## config.mk

```make
export PLATFORM = sky130hd
export DESIGN_NAME = bsg_sky130_sram_1rw1r_arb_flat
export DESIGN_NICKNAME = d
export VERILOG_FILES = /design/src/rtl/bsg_sky130_sram_pkg.sv /design/src/rtl/bsg_sky130_sram_1rw1r_arb_if.sv /design/src/rtl/bsg_sky130_sram_rr_select.sv /design/src/rtl/bsg_sky130_sram_1rw1r_arb.sv /design/src/flat_wrapper.sv
export SDC_FILE = /design/constraint.sdc
export NUM_CORES = 1
export LEC_CHECK = 0
export BUFFER_PORTS_ARGS = -buffer_cell sky130_fd_sc_hd__buf_2
export CORE_MARGIN = 5
export CORE_UTILIZATION = 38
export CTS_CLUSTER_DIAMETER = 80
export DETAILED_ROUTE_END_ITERATION = 7
export GPL_TIMING_DRIVEN = 0
export PLACE_DENSITY = 0.77
export SLEW_MARGIN = 15
export SYNTH_ARGS = -nofsm -noshare
export SYNTH_HDL_FRONTEND = slang
export SYNTH_SLANG_ARGS = --single-unit
```

## constraint.sdc

```tcl
create_clock -name clk_i -period 1.6 [get_ports clk_i]
set_input_delay 0.16 -clock clk_i [delete_from_list [all_inputs] [get_ports clk_i]]
set_output_delay 0.16 -clock clk_i [all_outputs]
set_load 0.05 [all_outputs]
```

## src/rtl/bsg_sky130_sram_pkg.sv

```systemverilog
// rtl/bsg_sky130_sram_pkg.sv - widths and structs shared by the sky130 1rw1r SRAM arbiter
package bsg_sky130_sram_pkg;

  localparam int sram_addr_width_gp = 10;
  localparam int sram_data_width_gp = 8;
  localparam int client_id_width_gp = 4;

  typedef logic [client_id_width_gp-1:0] client_id_t;

  typedef struct packed {
    logic                          we;
    logic [sram_addr_width_gp-1:0] addr;
    logic [sram_data_width_gp-1:0] data;
  } sram_req_s;

  // A read granted last cycle: the macro presents its data this cycle
  typedef struct packed {
    logic       v;
    client_id_t id;
  } sram_tag_s;

endpackage

```

## src/rtl/bsg_sky130_sram_1rw1r_arb_if.sv

```systemverilog
// rtl/bsg_sky130_sram_1rw1r_arb_if.sv - client request/response bundle of the 1rw1r arbiter
interface bsg_sky130_sram_1rw1r_arb_if
  import bsg_sky130_sram_pkg::*;
#(
  parameter int num_clients_p = 2,
  parameter int addr_width_p  = sram_addr_width_gp,
  parameter int data_width_p  = sram_data_width_gp
);

  logic [num_clients_p-1:0]              v_i;
  logic [num_clients_p-1:0]              we_i;
  logic [num_clients_p*addr_width_p-1:0] addr_i;
  logic [num_clients_p*data_width_p-1:0] data_i;
  logic [num_clients_p-1:0]              ready_o;
  logic [num_clients_p-1:0]              v_o;
  logic [num_clients_p*data_width_p-1:0] data_o;
  logic [num_clients_p-1:0]              yumi_i;

  modport master (
    output v_i, we_i, addr_i, data_i, yumi_i,
    input  ready_o, v_o, data_o
  );

  modport slave (
    input  v_i, we_i, addr_i, data_i, yumi_i,
    output ready_o, v_o, data_o
  );

endinterface

```

## src/rtl/bsg_sky130_sram_rr_select.sv

```systemverilog
// rtl/bsg_sky130_sram_rr_select.sv - round-robin find-first from a pointer, with an exclude mask
module bsg_sky130_sram_rr_select #(
  parameter  int width_p      = 2,
  localparam int idx_width_lp = $clog2(width_p)
) (
  input  logic [width_p-1:0]      req_i,
  input  logic [idx_width_lp-1:0] ptr_i,
  input  logic [width_p-1:0]      exclude_i,
  output logic                    v_o,
  output logic [idx_width_lp-1:0] idx_o
);

  logic [width_p-1:0] cand;
  int                 j;

  assign cand = req_i & ~exclude_i;

  always_comb begin
    v_o   = 1'b0;
    idx_o = '0;
    j     = 0;
    for (int k = 0; k < width_p; k++) begin
      j = int'(ptr_i) + k;
      if (j >= width_p) j = j - width_p;
      if (!v_o && cand[j]) begin
        v_o   = 1'b1;
        idx_o = idx_width_lp'(j);
      end
    end
  end

endmodule

```

## src/rtl/bsg_sky130_sram_1rw1r_arb.sv

```systemverilog
// rtl/bsg_sky130_sram_1rw1r_arb.sv - shares one 1rw1r sky130 SRAM macro among several clients
module bsg_sky130_sram_1rw1r_arb
  import bsg_sky130_sram_pkg::*;
#(
  parameter int num_clients_p = 2,
  parameter int addr_width_p  = sram_addr_width_gp,
  parameter int data_width_p  = sram_data_width_gp
) (
  input  logic                    clk_i,
  input  logic                    reset_n_i,
  bsg_sky130_sram_1rw1r_arb_if.slave cl,
  output logic                    sram_csb0_o,
  output logic                    sram_web0_o,
  output logic                    sram_wmask0_o,
  output logic [addr_width_p-1:0] sram_addr0_o,
  output logic [data_width_p-1:0] sram_din0_o,
  input  logic [data_width_p-1:0] sram_dout0_i,
  output logic                    sram_csb1_o,
  output logic [addr_width_p-1:0] sram_addr1_o,
  input  logic [data_width_p-1:0] sram_dout1_i
);

  localparam int n_lp        = num_clients_p;
  localparam int id_width_lp = $clog2(num_clients_p);

  sram_req_s                        req [n_lp];
  logic      [n_lp-1:0]             inflight, elig, ex0, ex1, grant;
  logic                             v0, v1, p0_we;
  logic      [id_width_lp-1:0]      idx0, idx1, last_idx, rr_next, rr_r;
  sram_tag_s                        tag0_r, tag1_r;
  logic      [n_lp-1:0]             v_r;
  logic      [n_lp*data_width_p-1:0] data_r;

  assign ex0 = '0;

  for (genvar i = 0; i < n_lp; i++) begin : g_client
    assign req[i] = '{we:   cl.we_i[i],
                      addr: cl.addr_i[i*addr_width_p +: addr_width_p],
                      data: cl.data_i[i*data_width_p +: data_width_p]};
    assign inflight[i] = (tag0_r.v && tag0_r.id == client_id_t'(i))
                      || (tag1_r.v && tag1_r.id == client_id_t'(i));
    // Writes never wait on the response slot; reads need a free slot by the capture edge
    assign elig[i] = reset_n_i && cl.v_i[i]
                  && (cl.we_i[i] || (!inflight[i] && (!v_r[i] || cl.yumi_i[i])));
    // Port 1 reads only, never the port0 winner, never the address port0 is writing
    assign ex1[i] = (v0 && idx0 == id_width_lp'(i)) || req[i].we
                 || (p0_we && req[i].addr == req[idx0].addr);
    assign grant[i] = (v0 && idx0 == id_width_lp'(i)) || (v1 && idx1 == id_width_lp'(i));
  end

  bsg_sky130_sram_rr_select #(.width_p(n_lp)) sel0 (
    .req_i(elig), .ptr_i(rr_r), .exclude_i(ex0), .v_o(v0), .idx_o(idx0)
  );

  bsg_sky130_sram_rr_select #(.width_p(n_lp)) sel1 (
    .req_i(elig), .ptr_i(rr_r), .exclude_i(ex1), .v_o(v1), .idx_o(idx1)
  );

  assign p0_we    = v0 && req[idx0].we;
  assign last_idx = v1 ? idx1 : idx0;
  assign rr_next  = (last_idx == id_width_lp'(n_lp-1)) ? '0 : last_idx + 1'b1;

  assign cl.ready_o    = grant;
  assign sram_csb0_o   = !v0;
  assign sram_web0_o   = !p0_we;
  assign sram_wmask0_o = p0_we;
  assign sram_addr0_o  = v0 ? req[idx0].addr : '0;
  assign sram_din0_o   = p0_we ? req[idx0].data : '0;
  assign sram_csb1_o   = !v1;
  assign sram_addr1_o  = v1 ? req[idx1].addr : '0;

  always_ff @(posedge clk_i) begin
    if (!reset_n_i) begin
      rr_r   <= '0;
      tag0_r <= '0;
      tag1_r <= '0;
      v_r    <= '0;
      data_r <= '0;
    end else begin
      if (v0) rr_r <= rr_next;
      tag0_r <= '{v: v0 && !p0_we, id: client_id_t'(idx0)};
      tag1_r <= '{v: v1, id: client_id_t'(idx1)};
      // A capture landing on the yumi edge wins: the slot stays valid with the new data
      for (int i = 0; i < n_lp; i++) begin
        if (tag0_r.v && tag0_r.id == client_id_t'(i)) begin
          v_r[i]                              <= 1'b1;
          data_r[i*data_width_p +: data_width_p] <= sram_dout0_i;
        end else if (tag1_r.v && tag1_r.id == client_id_t'(i)) begin
          v_r[i]                              <= 1'b1;
          data_r[i*data_width_p +: data_width_p] <= sram_dout1_i;
        end else if (cl.yumi_i[i]) begin
          v_r[i] <= 1'b0;
        end
      end
    end
  end

  assign cl.v_o    = v_r;
  assign cl.data_o = data_r;

endmodule

```

## src/flat_wrapper.sv

```systemverilog
// flat-port wrapper written by rule: the top's interface ports become plain ports
module bsg_sky130_sram_1rw1r_arb_flat import bsg_sky130_sram_pkg::*;
#(
  parameter int num_clients_p = 2,
  parameter int addr_width_p  = sram_addr_width_gp,
  parameter int data_width_p  = sram_data_width_gp
)
  (clk_i, reset_n_i, sram_csb0_o, sram_web0_o, sram_wmask0_o, sram_addr0_o, sram_din0_o, sram_dout0_i, sram_csb1_o, sram_addr1_o, sram_dout1_i, cl_v_i, cl_we_i, cl_addr_i, cl_data_i, cl_yumi_i, cl_ready_o, cl_v_o, cl_data_o);
  bsg_sky130_sram_1rw1r_arb_if #(.num_clients_p(num_clients_p), .addr_width_p(addr_width_p), .data_width_p(data_width_p)) cl_i ();
  input  logic clk_i;
  input  logic reset_n_i;
  output logic sram_csb0_o;
  output logic sram_web0_o;
  output logic sram_wmask0_o;
  output logic [addr_width_p-1:0] sram_addr0_o;
  output logic [data_width_p-1:0] sram_din0_o;
  input  logic [data_width_p-1:0] sram_dout0_i;
  output logic sram_csb1_o;
  output logic [addr_width_p-1:0] sram_addr1_o;
  input  logic [data_width_p-1:0] sram_dout1_i;
  input wire logic [$bits(cl_i.v_i)-1:0] cl_v_i;
  input wire logic [$bits(cl_i.we_i)-1:0] cl_we_i;
  input wire logic [$bits(cl_i.addr_i)-1:0] cl_addr_i;
  input wire logic [$bits(cl_i.data_i)-1:0] cl_data_i;
  input wire logic [$bits(cl_i.yumi_i)-1:0] cl_yumi_i;
  output wire logic [$bits(cl_i.ready_o)-1:0] cl_ready_o;
  output wire logic [$bits(cl_i.v_o)-1:0] cl_v_o;
  output wire logic [$bits(cl_i.data_o)-1:0] cl_data_o;
  assign cl_i.v_i = cl_v_i;
  assign cl_i.we_i = cl_we_i;
  assign cl_i.addr_i = cl_addr_i;
  assign cl_i.data_i = cl_data_i;
  assign cl_i.yumi_i = cl_yumi_i;
  assign cl_ready_o = cl_i.ready_o;
  assign cl_v_o = cl_i.v_o;
  assign cl_data_o = cl_i.data_o;
  bsg_sky130_sram_1rw1r_arb #(.num_clients_p(num_clients_p), .addr_width_p(addr_width_p), .data_width_p(data_width_p)) u_core (.clk_i(clk_i), .reset_n_i(reset_n_i), .cl(cl_i), .sram_csb0_o(sram_csb0_o), .sram_web0_o(sram_web0_o), .sram_wmask0_o(sram_wmask0_o), .sram_addr0_o(sram_addr0_o), .sram_din0_o(sram_din0_o), .sram_dout0_i(sram_dout0_i), .sram_csb1_o(sram_csb1_o), .sram_addr1_o(sram_addr1_o), .sram_dout1_i(sram_dout1_i));
endmodule
```

==> impl_metrics.tcl, run 1 <==
set metrics [dict create \
    hold_slack_ns 0.158 \
    syn_area_um2 1630 \
    dpl.cell_count 388 \
    setup_slack_ns -0.912 \
    maxCapViolations 0 \
    wl_um 10100 \
    wl_met1_um 3380 \
    slew_headroom_pct 59.3 \
    ys_types 41 \
    cts_sinks 23 \
    path_depth 11 \
    h-tree-depth 1 \
    crit_chain "buf_6, nand2_4, buf_6, nand4b_1, nand2_2, o21ai_4, nor4_4, buf_4, buf_6, o21bai_4, buf_8" \
    crit_start "u_core.tag1_r[4]" \
    synth-edff-count 0 \
    finalCritPeriodShare_pct 157 \
    max_freq_mhz 398 \
    cp-endpoint "cl_ready_o[0]" \
    cp_common_cell "buf_6" \
    critPathRequiredTime_ns 1.44 \
    gp_congestion 0.814 \
    syn_to_final_growth_pct 120 \
    ys.flop_type "dfxtp_1" \
    rr_worst_depth 13 \
    ff2ff_setup_slack_ns -0.78 \
    period_minus_slack_ns 2.51 \
    worst_setup_path_start_kind "register" \
    crit_type "register to output port" \
    antenna_found_initial 0 \
    cp_slowest_cell "dfxtp_2" \
    start_util_pct 39.9 \
    rsz0062_at_grt "true" \
    post_drt_wl_per_cell_um 23.8 \
    die_w_um 75.5 \
    ir_worst_vdd_mv 0.612 \
    cts_tree "done" \
    path_buf_inv 5 \
    wl_met2_um 5180 \
    top_layer_used "met4" \
    drcViolationCount 0 \
    grt_pass1_vias 2432 \
    vias 2626 \
    layout-drive-gt1-share_pct 66.4 \
    syn_avg_cell_area_um2 7.18 \
    fp.dieH_um 75.5 \
    nFillCells 193 \
    r2r_end "u_core.tag1_r[4]" \
    path_max_fanout 5 \
    clkTransAtPathRegs_ns 0.09 \
    cpPeakStageDelay_ns 0.34 \
    postRouteAntennaNets 0 \
    cts-buffers-inserted 3 \
    r2r_start "u_core.tag1_r[4]" \
    status "complete, but fails checks" \
    drt_iter0_drc 286 \
    ys_async_sr_fraction_pct 0 \
    report.final.slew_viol_count 0 \
    wl_met3_um 815 \
    port-buffer-count 111 \
    grt_pass1_wl_um 11600 \
    power.density_nw_per_um2 696 \
    setup-tns-final_ns -27.75 \
    synth_seq_cells 23 \
    clkLatencyLatePin_ns 0.28 \
    io_pins 112 \
    grt_max_degree 15 \
    ctsHoldBuffers 0 \
    fin_skew_ns 0.00646 \
    total_power_w 0.00250 \
    track_usage_pct 26.3 \
    synth.yosys.seq_area_share_pct 28.3 \
    final_cells 422 \
    syn_nets 287 \
    ys_warn_count 0 \
    n_antenna_cell 0 \
    fp.dieArea_um2 5700 \
    crit_family "simple AND/OR/NAND/NOR gates" \
    drtPass1Iterations 7 \
    crit_arrival_ns 2.35 \
    grt-ovfl-total 0 \
    synthCells 227 \
    root_buffer "clkbuf_8" \
    cp-end-kind "output port" \
    hpwl_um 4500 \
    rows 23 \
    violations "setup timing" \
    nets 433 \
    setup_violations 40 \
    hold_viol 0 \
    max_slew.worst_pin.slew_ns 0.611 \
    core_um2 4090 \
    hp-class "primary input to register" \
    vias_per_cell 6.22 \
    p_leak_nw 1.63 \
    clockBufferDepth 2 \
]
## where the power goes
part / total (W) / internal, W / switching [W]
Clock: 0.000394 / 0.000179 / 0.000215
Sequential: 0.000669 / 0.000626 / 0.0000429
Combinational: 0.00144 / 0.000541 / 0.000895
Total: 0.00250 / 0.00135 / 0.00115
## worst min-delay path by stage
stage | slack (ns) | startpoint | endpoint | cells after the start
2_1_floorplan | 0.25 | cl_we_i[1] | u_core.tag0_r[4] | 1
3_3_place_gp | 0.44 | cl_we_i[1] | u_core.tag0_r[4] | 2
3_5_place_dp | 0.44 | cl_we_i[1] | u_core.tag0_r[4] | 2
4_1_cts | 0.13 | cl_we_i[1] | u_core.tag0_r[4] | 2
5_1_grt | 0.15 | cl_we_i[1] | u_core.tag0_r[4] | 2
6_report | 0.16 | sram_dout1_i[1] | u_core.cl.data_o[1] | 3
## metal layers
layer	vias to the layer above	track usage, %
li1	1091	-
met2	219	46.4
met3	72	5.15
met4	0	10.7
met5	-	0
met1	1244	31.0
## synth_stat cells (2+ instances only)
cell	count	share of area [%]
nor4_1	2	0.77
a311oi_1	17	9.1
a21oi_1	18	5.5
nand3_1	9	2.8
a31oi_1	2	0.77
nand2b_1	4	1.5
buf_6	3	2.1
buf_4	2	0.92
dfxtp_1	23	28
xnor2_1	2	1.1
inv_1	3	0.69
nor2b_1	3	1.2
a22o_1	10	5.4
nor2_1	18	4.1
xor2_1	8	4.3
buf_2	7	2.2
clkbuf_1	4	0.92
and2_1	4	1.5
nand2_1	66	15
## worst min-delay path: stages
cell	delay [ns]
buf_2	0.11
nand2_1	0.05
a311oi_1	0.08
## registers in the layout, summed over array words and instances, names as in the netlist
| register | cells |
|---|---|
| u_core.cl.v_o | 2 |
| u_core.cl.data_o | 16 |
| u_core.tag0_r | 2 |
| u_core.tag1_r | 2 |
| u_core.rr_r | 1 |
## cell type report
type                            instances  area, µm²  area share, %
Clock buffer                            3       41.3           1.15
Sequential cell                        23        472           13.1
Timing Repair Buffer                  142       1170           32.5
Inverter                                3       20.0          0.557
Tap cell                               50       62.6           1.74
Buffer                                 16        200           5.57
Multi-Input combinational cell        184       1620           45.2
Clock inverter                          1       6.26          0.174
## metrics by stage
| stage | utilization [%] | cell area (µm²) | setup slack, ns |
|---|---|---|---|
| after floorplan | - | 2020 | -0.305 |
| after global placement | 64.5 | 2640 | -0.677 |
| after detailed placement | 64.5 | 2640 | -0.683 |
| after CTS | 78.4 | 3210 | -0.749 |
| after global routing | 87.9 | 3590 | -0.935 |
| final | 87.9 | 3590 | -0.912 |
## layout by cell type, fill, tap and decap left out, drive strengths merged, types with 3 or more instances in the layout
cell    Yosys  layout
nand2      67      67
nor4        3       3
nor2b       3       3
and2        4       4
clkbuf      4       9
a22o       10      10
a311oi     18      18
nand2b      4       4
nor2       19      19
a21oi      18      18
dfxtp      23      23
buf        13     152
nand3      10      10
xor2        8       8
## what timing repair did
item / CTS / global route
resized for setup: 111 / 69
setup endpoints to repair: 38 / 47
setup buffers: 17 / 11
gates cloned: 2 / 3
pin swaps: 10 / 13
## kinds of logic (layout without fill, tap and decap cells)
logic type	after synthesis	in the layout	synth area share (%)
simple gates	117	117	33.1
compound gates	57	57	26.3
flops	23	23	28.3
buf+inv	20	165	6.99
xor+xnor	10	10	5.38
Power figures use the tool's default switching activity.
==> run 2, diff against run 1 <==
--- a/config.mk
+++ b/config.mk
@@ -7,12 +7,14 @@
 export LEC_CHECK = 0
 export BUFFER_PORTS_ARGS = -buffer_cell sky130_fd_sc_hd__buf_2
 export CORE_MARGIN = 5
-export CORE_UTILIZATION = 38
+export CORE_UTILIZATION = 42
 export CTS_CLUSTER_DIAMETER = 80
 export DETAILED_ROUTE_END_ITERATION = 7
 export GPL_TIMING_DRIVEN = 0
-export PLACE_DENSITY = 0.77
+export PLACE_DENSITY = 0.8
+export SETUP_SLACK_MARGIN = 0.2
 export SLEW_MARGIN = 15
 export SYNTH_ARGS = -nofsm -noshare
 export SYNTH_HDL_FRONTEND = slang
+export SYNTH_HIERARCHICAL = 1
 export SYNTH_SLANG_ARGS = --single-unit
==> constraint.sdc (replaced) <==
create_clock -name clk_i -period 2.65 [get_ports clk_i]
set_input_delay 0.265 -clock clk_i [delete_from_list [all_inputs] [get_ports clk_i]]
set_output_delay 0.265 -clock clk_i [all_outputs]
set_load 0.05 [all_outputs]
==> run 2 against run 1 <==
Effect of this change: the flow still finishes with violations (setup timing); synthesized cell count decreased by 7.9%; clock skew is essentially flat; die area is 4.2% lower; critical path depth up 7; register-to-register slack better by 0.12 ns; cell area increased by 2.6%; via count decreased by 3.3%; setup slack lost 0.17 ns.
==> impl_metrics.tcl, run 2 <==
set metrics [dict create \
    fp.dieArea_um2 5460 \
    final_common_cell "buf_2" \
    port-buffer-count 111 \
    h-tree-depth 1 \
    crit_start "u_core/tag1_r[4]" \
    rows 23 \
    status "complete, but fails checks" \
    drtPass1Iterations 5 \
    period_minus_slack_ns 3.73 \
    cp-endpoint "sram_addr1_o[8]" \
    path_max_fanout 9 \
    cp_common_cell "buf_6" \
    rr_worst_depth 20 \
    vias_per_cell 6.12 \
    layout-drive-gt1-share_pct 64.9 \
    r2r_start "u_core/tag1_r[4]" \
    start_util_pct 43.1 \
    clkLatencyLatePin_ns 0.26 \
    hp-class "primary input to register" \
    ys_async_sr_fraction_pct 0 \
    critPathRequiredTime_ns 2.38 \
    slew_headroom_pct 54.6 \
    nFillCells 123 \
    root_buffer "clkbuf_8" \
    drt_iter0_drc 267 \
    cp-end-kind "output port" \
    grt-ovfl-total 0 \
    syn_area_um2 1710 \
    ys_types 30 \
    report.final.slew_viol_count 0 \
    p_leak_nw 1.75 \
    synth.yosys.seq_area_share_pct 26.9 \
    antenna_found_initial 0 \
    final_area_um2 3690 \
    cts_tree "done" \
    largest_reg_flops 16 \
    ctsHoldBuffers 0 \
    grt_max_degree 13 \
    hold_viol 0 \
    fin_skew_ns 0.00691 \
    postRouteAntennaNets 0 \
    rsz0062_at_grt "true" \
    violations "setup timing" \
    nets 426 \
    finalCritPeriodShare_pct 141 \
    ys_warn_count 6 \
    track_usage_pct 30.4 \
    final_cell_mix "buf_2 (79), buf_4 (27), buf_8 (26)" \
    ys.flop_type "dfxtp_1" \
    r2r_end "u_core/rr_r" \
    hpwl_um 4250 \
    crit_chain "buf_6, buf_4, nand2_8, nand2_2, a21oi_2, o211a_1, inv_2, o22ai_4, nand4_1, nor2_2, a31o_4, nor3b_4, nor3_4, buf_6, buf_12, mux2i_4, nor2_4, buf_8" \
    maxCapViolations 0 \
    power.density_nw_per_um2 336 \
    setup_violations 37 \
    worst_setup_path_start_kind "register" \
    fp.dieH_um 73.9 \
    yosys.area.top_type "dfxtp_1" \
    syn_avg_cell_area_um2 8.20 \
    io_pins 112 \
    yosys.cell_count.top_type "mux2i_1" \
    cts_sinks 23 \
    crit_arrival_ns 3.47 \
    place_area_um2 2590 \
    synth-edff-count 0 \
    drcViolationCount 0 \
    clkTransAtPathRegs_ns 0.08 \
    synthTopCellsByArea "dfxtp_1 (27%), mux2i_1 (22%), o211a_1 (11%)" \
    synthCells 209 \
    grt_pass1_wl_um 12700 \
    core_um2 3970 \
    gp_congestion 0.834 \
    syn_to_final_growth_pct 115 \
    crit_type "register to output port" \
    max_freq_mhz 268 \
    utilization_pct 92.8 \
    clockBufferDepth 2 \
    grt_pass1_vias 2493 \
    die_w_um 73.9 \
    ir_worst_vdd_mv 0.205 \
    synth_top_area_share_pct 26.9 \
    setup_slack_ns -1.08 \
    synth_seq_cells 23 \
    vias 2540 \
    ys_top_cells_by_count "mux2i_1 (37), nor2_1 (29), dfxtp_1 (23)" \
    post_drt_wl_per_cell_um 25.1 \
    cts-buffers-inserted 3 \
    cpPeakStageDelay_ns 0.33 \
    max_slew.worst_pin.slew_ns 0.675 \
    n_antenna_cell 0 \
    cp_slowest_cell "dfxtp_2" \
    ff2ff_setup_slack_ns -0.66 \
    wl_um 10400 \
]
## run 2: cells by family after synthesis
family,after synthesis,synth area share [%]
simple gates,85,24.5
mux,37,21.6
flops,23,26.9
buf+inv,24,6.65
xor+xnor,10,5.11
compound gates,29,15.0
other cells,1,0.219
## run 2: cell type report
class / instances / area (µm²) / share of cell area [%]
Multi-Input combinational cell: 165 / 1670 / 45.3
Timing Repair Buffer: 149 / 1220 / 33.2
Sequential cell: 23 / 463 / 12.6
Buffer: 15 / 181 / 4.92
Tap cell: 50 / 62.6 / 1.70
Clock buffer: 4 / 45.0 / 1.22
Inverter: 9 / 37.5 / 1.02
## run 2: report_power, final
| part | internal, W | leakage (nW) | switching, W |
|---|---|---|---|
| combinational | 0.000273 | 1.54 | 0.000380 |
| clock | 0.000107 | 0.0228 | 0.000107 |
| sequential | 0.000359 | 0.188 | 0.0000109 |
| total | 0.000739 | 1.75 | 0.000498 |
## run 2: how the worst min path moves through the flow
stage / startpoint / end / slack, ns / cells past startpoint
after floorplan: reset_n_i / u_core/tag1_r[0] / 0.39 / 1
after global placement: u_core/cl.v_o[1] / u_core/cl.v_o[1] / 0.49 / 2
after detailed placement: u_core/cl.v_o[1] / u_core/cl.v_o[1] / 0.50 / 2
after CTS: sram_dout0_i[2] / u_core/cl.data_o[2] / 0.26 / 2
after global routing: sram_dout0_i[2] / u_core/cl.data_o[2] / 0.26 / 2
final: sram_dout0_i[2] / u_core/cl.data_o[10] / 0.26 / 2
## run 2: per-layer routing
| layer | wire length, µm | global-route usage (%) | part of all wire (%) | up-vias |
|---|---|---|---|---|
| met5 | 0 | 0 | 0 | - |
| met4 | 672 | 12.5 | 6.4 | 0 |
| met3 | 1210 | 7.93 | 12 | 59 |
| met2 | 4870 | 55.7 | 47 | 250 |
| met1 | 3690 | 32.7 | 35 | 1195 |
| li1 | - | - | - | 1036 |
## run 2: metrics by stage
step / hold WS (ns) / setup slack [ns] / power [W] / instances / setup TNS, ns
floorplan: 0.392 / -0.148 / 0.000679 / 212 / -1.90
global placement: 0.487 / -0.769 / 0.000796 / 373 / -12.08
CTS: 0.256 / -0.802 / 0.00114 / 401 / -13.91
finish: 0.262 / -1.08 / 0.00124 / 415 / -23.34
detailed placement: 0.498 / -0.830 / 0.000800 / 373 / -14.23
global route: 0.263 / -1.12 / 0.00127 / 415 / -25.51
## run 2: what timing repair did
item	in CTS	in global routing
setup buffers	21	13
resized for setup	132	41
cloned	3	1
endpoints found under the setup margin	37	37
pin swaps	17	17
## run 2: critical path, delay by kind of cell (launching register included)
family | cells | cell delay, ns
AO/OA/AOI/OAI | 4 | 0.80
multiplexers | 1 | 0.27
buffers and inverters | 6 | 0.80
flip-flops | 1 | 0.33
AND/OR/NAND/NOR | 7 | 1.02
==> run 3, diff against run 2 <==
--- a/config.mk
+++ b/config.mk
@@ -10,7 +10,9 @@
 export CORE_UTILIZATION = 42
 export CTS_CLUSTER_DIAMETER = 80
 export DETAILED_ROUTE_END_ITERATION = 7
+export GPL_ROUTABILITY_DRIVEN = 0
 export GPL_TIMING_DRIVEN = 0
+export MAX_ROUTING_LAYER = met4
 export PLACE_DENSITY = 0.8
 export SETUP_SLACK_MARGIN = 0.2
 export SLEW_MARGIN = 15
==> run 3 against run 2 <==
Effect of this change: the flow still finishes with violations (setup timing); sequential share of layout area unchanged; via count down 0.67%; sequential power about the same; worst hold slack worse by 0.0058 ns; critical path type unchanged.
==> impl_metrics.tcl, run 3 (synthesis results as in run 2) <==
set metrics [dict create \
    status "complete, but fails checks" \
    violations "setup timing" \
    die_w_um 73.9 \
    clkLatencyLatePin_ns 0.27 \
    hold_slack_ns 0.257 \
    dp_slack_ns -0.830 \
    report.final.slew_viol_count 0 \
    antenna_found_initial 0 \
    clockBufferDepth 2 \
    ir_worst_vdd_mv 0.205 \
    layout-drive-gt1-share_pct 64.9 \
    maxCapViolations 0 \
    r2r_end "u_core/rr_r" \
    ff2ff_setup_slack_ns -0.66 \
    crit_arrival_ns 3.46 \
    grt-ovfl-total 0 \
    ctsHoldBuffers 0 \
    min_from "sram_dout0_i[2]" \
    post_drt_wl_per_cell_um 25.1 \
    port-buffer-count 111 \
    grt_pass1_vias 2491 \
    hold_viol 0 \
    min_to "u_core/cl.data_o[2]" \
    period_minus_slack_ns 3.72 \
    final_cell_mix "buf_2 (79), buf_4 (27), buf_8 (26)" \
    nFillCells 123 \
    largest_reg_flops 16 \
    max_slew.worst_pin.slew_ns 0.605 \
    setup_slack_ns -1.07 \
    nets 426 \
    rows 23 \
    slew_headroom_pct 59.3 \
    fin_skew_ns 0.00808 \
    r2r_start "u_core/tag1_r[4]" \
    h-tree-depth 1 \
    grt_pass1_wl_um 12600 \
    finalCritPeriodShare_pct 140 \
    track_usage_pct 31.2 \
    holdPathStages 2 \
    n_antenna_cell 0 \
    wl_um 10400 \
    cp-end-kind "output port" \
    hp-class "primary input to register" \
    vias 2523 \
    crit_type "register to output port" \
    grt_max_degree 13 \
    root_buffer "clkbuf_8" \
    io_pins 112 \
    path_max_fanout 10 \
    drt_iter0_drc 305 \
    cts_tree "done" \
    place_area_um2 2590 \
    vias_per_cell 6.08 \
    max_freq_mhz 269 \
    start_util_pct 43.1 \
    power.density_nw_per_um2 337 \
    hpwl_um 4250 \
    seq_area_um2 463 \
    rr_worst_depth 20 \
    final_area_um2 3690 \
    setup-tns-final_ns -23.08 \
    drtPass1Iterations 5 \
    syn_to_final_growth_pct 115 \
    fp.dieArea_um2 5460 \
    clkTransAtPathRegs_ns 0.09 \
    postRouteAntennaNets 0 \
    fp.dieH_um 73.9 \
    p_leak_nw 1.75 \
    cts_sinks 23 \
    rsz0062_at_grt "true" \
    core_um2 3970 \
    drcViolationCount 0 \
    multi_input_area_um2 1670 \
    worst_setup_path_start_kind "register" \
    cts-buffers-inserted 3 \
    final_common_cell "buf_2" \
    critPathRequiredTime_ns 2.38 \
    setup_violations 37 \
]
## run 3: worst max path at each step
stage                                 from  cells past startpoint               to
after detailed placement  u_core/tag1_r[4]                     18  sram_addr1_o[2]
after global placement    u_core/tag1_r[4]                     17  sram_addr1_o[2]
after CTS                 u_core/tag1_r[4]                     19  sram_addr1_o[2]
after global routing      u_core/tag1_r[4]                     18  sram_addr1_o[8]
after floorplan           u_core/tag1_r[4]                     15  sram_addr1_o[1]
final                     u_core/tag1_r[4]                     17  sram_addr1_o[2]
## run 3: what timing repair did
item / CTS / global route
buffers inserted: 21 / 13
endpoints found under the setup margin: 37 / 37
pin swaps: 17 / 17
resized for setup: 132 / 41
cloned: 3 / 1
## run 3: final cells by class
class | instances | area share, %
Timing Repair Buffer | 149 | 33.2
Buffer | 15 | 4.92
Tap cell | 50 | 1.70
Sequential cell | 23 | 12.6
Multi-Input combinational cell | 165 | 45.3
Clock buffer | 4 | 1.22
Inverter | 9 | 1.02
## run 3: critical path: stages, from the launching register on
cell	delay [ns]
dfxtp_2	0.34
buf_6	0.09
nor2b_4	0.14
buf_8	0.12
a21oi_4	0.03
and2_4	0.17
o211a_4	0.24
inv_1	0.12
o22ai_4	0.11
buf_4	0.17
buf_4	0.16
a21o_1	0.20
a31o_4	0.23
o22ai_1	0.34
inv_2	0.18
clkbuf_16	0.24
nor2_4	0.15
buf_8	0.16
## run 3: routing by layer
layer	GRT usage [%]	part of all wire (%)	routed length, µm	vias to the layer above
met5	-	0	0	-
li1	-	-	-	1039
met3	5.88	11	1130	60
met4	12.5	6.8	705	0
met2	55.8	46	4840	232
met1	33.5	36	3750	1192
## run 3: per-stage QoR
step                total power [W]  util, %  instances
finish                      0.00124     92.8        415
global route                0.00127     92.8        415
CTS                         0.00114     84.9        401
detailed placement         0.000800     65.1        373
global placement           0.000796     65.1        373
floorplan                  0.000679        -        212
## run 3: power by group
group | internal, W | total [W] | switching [W]
sequential | 0.000359 | 0.000370 | 0.0000107
clock | 0.000107 | 0.000221 | 0.000114
combinational | 0.000273 | 0.000652 | 0.000379
total | 0.000739 | 0.00124 | 0.000504
